===== src/rtl/packet_tick_sched.sv =====
// packet_tick_sched: multi-channel programmable interval timer for the RMII
// packet path. Each channel counts its own period, raises a one-cycle tick,
// holds req until it is acknowledged, and flags overrun when a tick arrives
// while the previous event is still unacknowledged.
// Optional feature macro: PKT_SCHED_SIM_LEAD_EN -- when defined, a channel
// leaving IDLE starts its counter SIM_LEAD cycles short of the period, so the
// first tick comes quickly in simulation; later ticks keep the full period.
module packet_tick_sched #(
    parameter int          CHANNELS       = 4,
    parameter int          CNT_W          = 32,
    parameter int unsigned PERIOD_DEFAULT = 5000000,
    parameter int unsigned SIM_LEAD       = 40
) (
    input  logic                                              clk,
    input  logic                                              rst,
    input  logic [CHANNELS-1:0]                               ch_en,
    input  logic [CHANNELS-1:0]                               one_shot,
    input  logic                                              cfg_we,
    input  logic [((CHANNELS > 1) ? $clog2(CHANNELS) : 1)-1:0] cfg_ch,
    input  logic [CNT_W-1:0]                                  cfg_period,
    input  logic [CHANNELS-1:0]                               ack,
    input  logic [CHANNELS-1:0]                               ovr_clr,
    output logic [CHANNELS-1:0]                               tick,
    output logic [CHANNELS-1:0]                               req,
    output logic [CHANNELS-1:0]                               overrun
);

    localparam logic [1:0] ST_IDLE = 2'd0;
    localparam logic [1:0] ST_RUN  = 2'd1;
    localparam logic [1:0] ST_DONE = 2'd2;

`ifdef PKT_SCHED_SIM_LEAD_EN
    localparam bit LEAD_EN = 1'b1;
`else
    localparam bit LEAD_EN = 1'b0;
`endif

    localparam logic [CNT_W-1:0] LEAD      = CNT_W'(SIM_LEAD);
    localparam logic [CNT_W-1:0] PER_RESET = CNT_W'(PERIOD_DEFAULT);
    localparam logic [CNT_W-1:0] ONE       = CNT_W'(1);

    logic [1:0]          state     [CHANNELS];
    logic [CNT_W-1:0]    cnt       [CHANNELS];
    logic [CNT_W-1:0]    period    [CHANNELS];
    logic [CNT_W-1:0]    start_val [CHANNELS];
    logic [CHANNELS-1:0] os_lat;
    logic [CHANNELS-1:0] wr_hit;
    logic [CHANNELS-1:0] tick_set;

    // Per-channel decode: period write hit, tick due on this edge, and the
    // counter value loaded when a channel starts running. An out-of-range
    // cfg_ch matches no channel, so such writes are dropped. A write to a
    // running channel suppresses any tick due on the same edge.
    always_comb begin
        wr_hit   = '0;
        tick_set = '0;
        for (int i = 0; i < CHANNELS; i++) begin
            start_val[i] = '0;
            wr_hit[i]    = cfg_we && (int'(cfg_ch) == i);
            tick_set[i]  = ch_en[i] && (state[i] == ST_RUN) && (period[i] != '0)
                           && !wr_hit[i] && (cnt[i] == period[i] - ONE);
            if (LEAD_EN && (period[i] > LEAD)) begin
                start_val[i] = period[i] - LEAD;
            end
        end
    end

    // Channel state, counters, period registers and the event handshake.
    always_ff @(posedge clk) begin
        if (rst) begin
            tick    <= '0;
            req     <= '0;
            overrun <= '0;
            os_lat  <= '0;
            for (int i = 0; i < CHANNELS; i++) begin
                state[i]  <= ST_IDLE;
                cnt[i]    <= '0;
                period[i] <= PER_RESET;
            end
        end else begin
            for (int i = 0; i < CHANNELS; i++) begin
                if (wr_hit[i]) begin
                    period[i] <= cfg_period;
                end

                tick[i] <= tick_set[i];

                if (tick_set[i]) begin
                    req[i] <= 1'b1;
                end else if (ack[i]) begin
                    req[i] <= 1'b0;
                end

                if (tick_set[i] && req[i] && !ack[i]) begin
                    overrun[i] <= 1'b1;
                end else if (ovr_clr[i]) begin
                    overrun[i] <= 1'b0;
                end

                if (!ch_en[i]) begin
                    state[i] <= ST_IDLE;
                    cnt[i]   <= '0;
                end else begin
                    case (state[i])
                        ST_IDLE: begin
                            if (period[i] != '0) begin
                                state[i]  <= ST_RUN;
                                cnt[i]    <= start_val[i];
                                os_lat[i] <= one_shot[i];
                            end
                        end
                        ST_RUN: begin
                            if (period[i] == '0) begin
                                state[i] <= ST_IDLE;
                                cnt[i]   <= '0;
                            end else if (wr_hit[i]) begin
                                cnt[i] <= '0;
                            end else if (tick_set[i]) begin
                                cnt[i] <= '0;
                                if (os_lat[i]) begin
                                    state[i] <= ST_DONE;
                                end
                            end else begin
                                cnt[i] <= cnt[i] + ONE;
                            end
                        end
                        default: begin
                            state[i] <= ST_DONE;
                        end
                    endcase
                end
            end
        end
    end

endmodule

===== config.mk =====
export PLATFORM = sky130hd
export DESIGN_NAME = packet_tick_sched
export DESIGN_NICKNAME = d
export VERILOG_FILES = /design/src/rtl/packet_tick_sched.sv
export SDC_FILE = /design/constraint.sdc
export NUM_CORES = 1
export LEC_CHECK = 0
export BUFFER_PORTS_ARGS = -buffer_cell sky130_fd_sc_hd__buf_4
export CAP_MARGIN = 0
export CORE_MARGIN = 4
export CORE_UTILIZATION = 45
export CTS_CLUSTER_DIAMETER = 30
export DETAILED_ROUTE_END_ITERATION = 6
export GPL_TIMING_DRIVEN = 0
export SLEW_MARGIN = 10
export SYNTH_ARGS = -nofsm -noshare
export SYNTH_HDL_FRONTEND = slang
export SYNTH_SLANG_ARGS = --single-unit

===== constraint.sdc =====
create_clock -name clk -period 10.8 [get_ports clk]
set_input_delay 2.16 -clock clk [delete_from_list [all_inputs] [get_ports clk]]
set_output_delay 2.16 -clock clk [all_outputs]
set_load 0.05 [all_outputs]

# ---- Yosys cells after proc, flatten, opt, wreduce, memory -nomap -nowiden
# Memories as Yosys holds them, arrays and structs flattened.
# Index checks and enable logic that the tools add are counted.
# W data, S select, Z words.
dict set report totals {
  mem_bits_rw 264
  word_cells 402
  in_bits 53
  reg_bits 16
  out_inout_bits 12
  memories 3
}
# memory depth width rd rd_ports_with_merged_regs wr line_no
set mem_list {}
lappend mem_list {cnt 4 32 4 0 4 43} ;# logic [CNT_W-1:0] cnt [CHANNELS];
lappend mem_list {period 4 32 4 0 4 44} ;# logic [CNT_W-1:0] period [CHANNELS];
lappend mem_list {state 4 2 4 0 4 42} ;# logic [1:0] state [CHANNELS];
dict set report classes {
  add_sub_neg 8
  mux 254
  bitwise 48
  eq_ne 11
  n_reduce_logical 65
}
# cell count
set ops {}
lappend ops {{$mux W32} 28}
lappend ops {{$mux W1} 206}
lappend ops {{$add A32 B1 Y32 const B} 4}
lappend ops {{$eq A32 B32 Y1} 4}
lappend ops {{$logic_not A32 Y1} 4}
lappend ops {{$reduce_bool A32 Y1} 4}
lappend ops {{$sub A32 B1 Y32 const B} 4}
lappend ops {{$or A1 B1 Y1} 48}
lappend ops {{$mux W2} 20}
lappend ops {{$logic_and A1 B1 Y1} 28}
lappend ops {{$reduce_bool A2 Y1} 8}
lappend ops {{$reduce_and A3 Y1} 4}
lappend ops {{$eq A2 B1 Y1 const B} 5}
lappend ops {{$logic_not A2 Y1} 5}
lappend ops {{$logic_not A1 Y1} 8}
lappend ops {{$reduce_or A2 Y1} 4}
lappend ops {{$eq A2 B2 Y1 const B} 2}

# ---- Logic depth before layout (Yosys ltp)
# An unclocked memory read counts as a cell.
dict set report depth {
  ltp_word 15
  mapped_depth 13
}

# ---- Least setup slack after synthesis
# Ideal clock, no wire load.
dict set report synth_path {
  kind {input-to-reg}
  start {input port ch_en[2]}
  end {memory cnt[2][0], enable pin}
  setup_time_ns 0.561
  arrival_time_ns 4.602
  path_buffers 1
  required_ns 10.239
  path_stages 9
  path_slack_ns 5.637
  path_cell_list {nor2b_1 nand3_1 or3_1 nor4b_1 nor4bb_1 nand4_1 nand2_1 clkbuf_1 nand3_1}
}
# item line_no
set synth_lines {}
lappend synth_lines {{start: declaration} 16} ;# input logic [CHANNELS-1:0] ch_en,
lappend synth_lines {{end: declaration} 43}

==> impl_metrics.env <==
export IMPL_fin_crit_sh=0.490
export IMPL_setup_worst_path_start="cfg_we"
export IMPL_dieWidth_um=208
export IMPL_dpl_cell_area_sq_um=19200
export IMPL_coreArea_sq_um=39100
export IMPL_cts_root_buf="clkbuf_16"
export IMPL_crit_chain="buf_4 > nand3b_1 > o211ai_1 > or3_1 > nor4b_1 > nor4bb_1 > nand4_1 > nand2_1 > clkbuf_1 > nand3_2"
export IMPL_rsz0062_at_grt="false"
export IMPL_vias=14600
export IMPL_hold_viol_final=0
export IMPL_routabilityCongestion=0.939
export IMPL_synth_ff_type="edfxtp_1"
export IMPL_worstReg2RegStart="period[2][8]"
export IMPL_grt_max_degree=34
export IMPL_layout_min_cycle_time_ns=5.29
export IMPL_drc_errors=0
export IMPL_worstSetupStartpointType="input pin"
export IMPL_outcome="finished clean"
export IMPL_design_area_sq_um=21400
export IMPL_cts_tree="built"
export IMPL_wl_per_cell_um=19.3
export IMPL_stdcell_count=2536
export IMPL_worst_ir_drop_vdd_uv=105
export IMPL_postRouteAntennaNets=0
export IMPL_drt_iter0_drc=1290
export IMPL_crit_path_max_fanout=32
export IMPL_cp_data_required_time_ns=10.89
export IMPL_wl_met3_mm=2.88
export IMPL_p_leak_nw=7.33
export IMPL_cap_violations=0
export IMPL_highest_layer="met4"
export IMPL_async_flop_share=0
export IMPL_p_per_area_nw_per_um2=165
export IMPL_post_cts_buffers=0
export IMPL_cts_clk_slew_worst_paths_ns=0.05
export IMPL_cts_buffers=60
export IMPL_ctsHoldBuffers=0
export IMPL_hold_class="reg -> reg"
export IMPL_crit_slowest_cell="nand3_2"
export IMPL_critPathBufInv=2
export IMPL_cts_sinks=280
export IMPL_slew_headroom=0.211
export IMPL_met1Wirelength_mm=22.2
export IMPL_crit_path_end_kind="register"
export IMPL_fmax_ghz=0.189
export IMPL_wl_met2_mm=22.2
export IMPL_grt_pass1_wl_mm=76.5
export IMPL_avgSynthCellArea_sq_um=9.78
export IMPL_nets=2027
export IMPL_firstDrtPassIters=6
export IMPL_place_hpwl_mm=36.6
export IMPL_synth_seq_cells=280
export IMPL_timing_setup_tns_ns=0
export IMPL_clockBufferDepth=3
export IMPL_rows=72
export IMPL_dp_cells=2422
export IMPL_cp_top_family="simple AND/OR/NAND/NOR gates"
export IMPL_ctsResizeCount=0
export IMPL_drt_total_wl_mm=49.0
export IMPL_drv_slew=0
export IMPL_cp_arrival_ns=5.38
export IMPL_antenna_found_initial=1
export IMPL_netlist_instances=1838
export IMPL_min_from="overrun[2]"
export IMPL_syn_nets=1899
export IMPL_worstMarginPinSlew_ns=1.17
export IMPL_dieArea_sq_um=43200
export IMPL_overflow=0
export IMPL_seq_area_frac_synth=0.459
export IMPL_grt_pass1_vias=13900
export IMPL_clock_skew_ns=0.0289
export IMPL_track_usage=0.220
export IMPL_start_util=0.460
export IMPL_synth_area_sq_um=18000
export IMPL_io_buffers=63
export IMPL_worstSetupPathType="in -> reg"
export IMPL_synth_cell_types=79
export IMPL_yosys_warnings=0
export IMPL_drive_above_1_share=0.107
export IMPL_via_per_inst=5.75
export IMPL_synth_edff_count=264
export IMPL_fp_dieH_um=208
export IMPL_clk_latency_ns=0.60
export IMPL_area_growth_pct=19.1
export IMPL_setup_viol=0
export IMPL_hold_worst_slack_ns=0.489
export IMPL_num_io_pins=65
export IMPL_max_stage_delay_ns=0.78
export IMPL_cts_htree_levels=2
area by class of cell:
class	count	area, sq um
inverters	34	128
diodes	1	2.50
multi-input cells	1449	9340
clock buffers	66	1560
plain buffers	75	320
flip-flops and latches	280	8250
clock inverters	47	617
repair buffers	66	556
well taps	518	648
fillers	3475	17700
registers in the layout, indices dropped and copies added, names as in the netlist:
| register | cells |
|---|---|
| cnt | 128 |
| os_lat | 4 |
| overrun | 4 |
| period | 128 |
| req | 4 |
| state | 8 |
| tick | 4 |
worst paths after layout:
| kind | to | slack, ns | depth (start not counted) |
|---|---|---|---|
| min | overrun[2] | 0.49 | 2 |
| max reg2reg | cnt[2][5] | 5.65 | 9 |
| min reg2reg | overrun[2] | 0.49 | 2 |
| max | cnt[2][5] | 5.51 | 10 |
layout by cell type, fill, tap and decap left out, types with 26 or more instances in the layout:
cell	Yosys	routed
o21ai_0	32	29
nand4_1	56	56
nor4_1	59	57
nand2_1	110	110
or3_1	59	59
xnor2_1	133	133
clkbuf_1	66	70
edfxtp_1	264	264
nor2b_1	26	26
nand3_1	78	77
and2_1	104	104
and3_1	43	43
nor3_1	55	55
inv_1	34	34
or4_1	26	26
nor2_1	237	237
xor2_1	136	136
buf_4	1	64
clkbuf_16	0	61
worst register-to-register path, stage by stage, from the launching register on:
cell and delay, ns:
edfxtp_1 0.50, nor4_1 0.76, nand3_1 0.49, o41ai_1 0.39, o2111ai_1 0.17, nor4_1 0.44, nand4_1 0.35, nand2_1 0.29
clkbuf_1 0.43, nand3_2 0.78
cell families (layout without fill, tap and decap cells):
logic type | count (synthesis) | after routing | share of synthesized area
compound gates | 176 | 176 | 0.0710
xor+xnor | 269 | 269 | 0.131
fa+ha+maj | 8 | 8 | 0.00557
buf+inv | 109 | 288 | 0.0249
flops | 280 | 280 | 0.459
mux | 16 | 16 | 0.00905
other cells | 0 | 1 | 0
simple gates | 980 | 980 | 0.299
metrics by stage:
| step | utilization | setup WS, ns | total power [mW] |
|---|---|---|---|
| 3_5_place_dp | 0.492 | 4.81 | 1.60 |
| 6_report | 0.548 | 5.51 | 3.53 |
| 5_1_grt | 0.548 | 4.99 | 3.65 |
| 4_1_cts | 0.547 | 5.45 | 3.56 |
| 3_3_place_gp | 0.488 | 4.19 | 1.59 |
| 2_1_floorplan | - | 5.64 | 1.49 |
routing by layer:
metal	vias to the layer above	global-route usage
met4	0	0.0863
met5	-	0
li1	7077	-
met3	96	0.0340
met1	6962	0.308
met2	439	0.345
synth_stat cells, drive strengths merged, types with 6 or more instances:
cell type,n,share of area
and4b,6,0.0033
a21oi,22,0.0061
nor2b,26,0.0091
or2,7,0.0024
xnor2,133,0.065
nor4,59,0.021
nand4,56,0.019
or4b,7,0.0039
nand2b,26,0.0091
nand2,110,0.023
mux2i,14,0.0078
xor2,136,0.066
nor2,237,0.049
dfxtp,16,0.018
o22ai,6,0.0021
and3,43,0.015
nor3,56,0.016
o211ai,13,0.0054
clkbuf,66,0.014
or4,27,0.011
or3,59,0.021
buf,9,0.0040
nand3b,14,0.0065
o21ai,32,0.0089
nand4b,10,0.0049
o2111ai,10,0.0049
nor4b,13,0.0067
a31oi,15,0.0052
and4,20,0.0097
edfxtp,264,0.44
ha,8,0.0056
nand3,78,0.022
a2111oi,6,0.0029
and2,104,0.036
nor3b,10,0.0042
o31ai,9,0.0038
inv,34,0.0071
report_power, final:
group	internal, mW	switching (mW)	leakage, nW	total [mW]
clock	1.31	0.640	1.04	1.95
sequential	1.24	0.0717	3.04	1.31
combinational	0.110	0.160	3.24	0.270
Note: power is estimated with default switching activity, not from simulation.
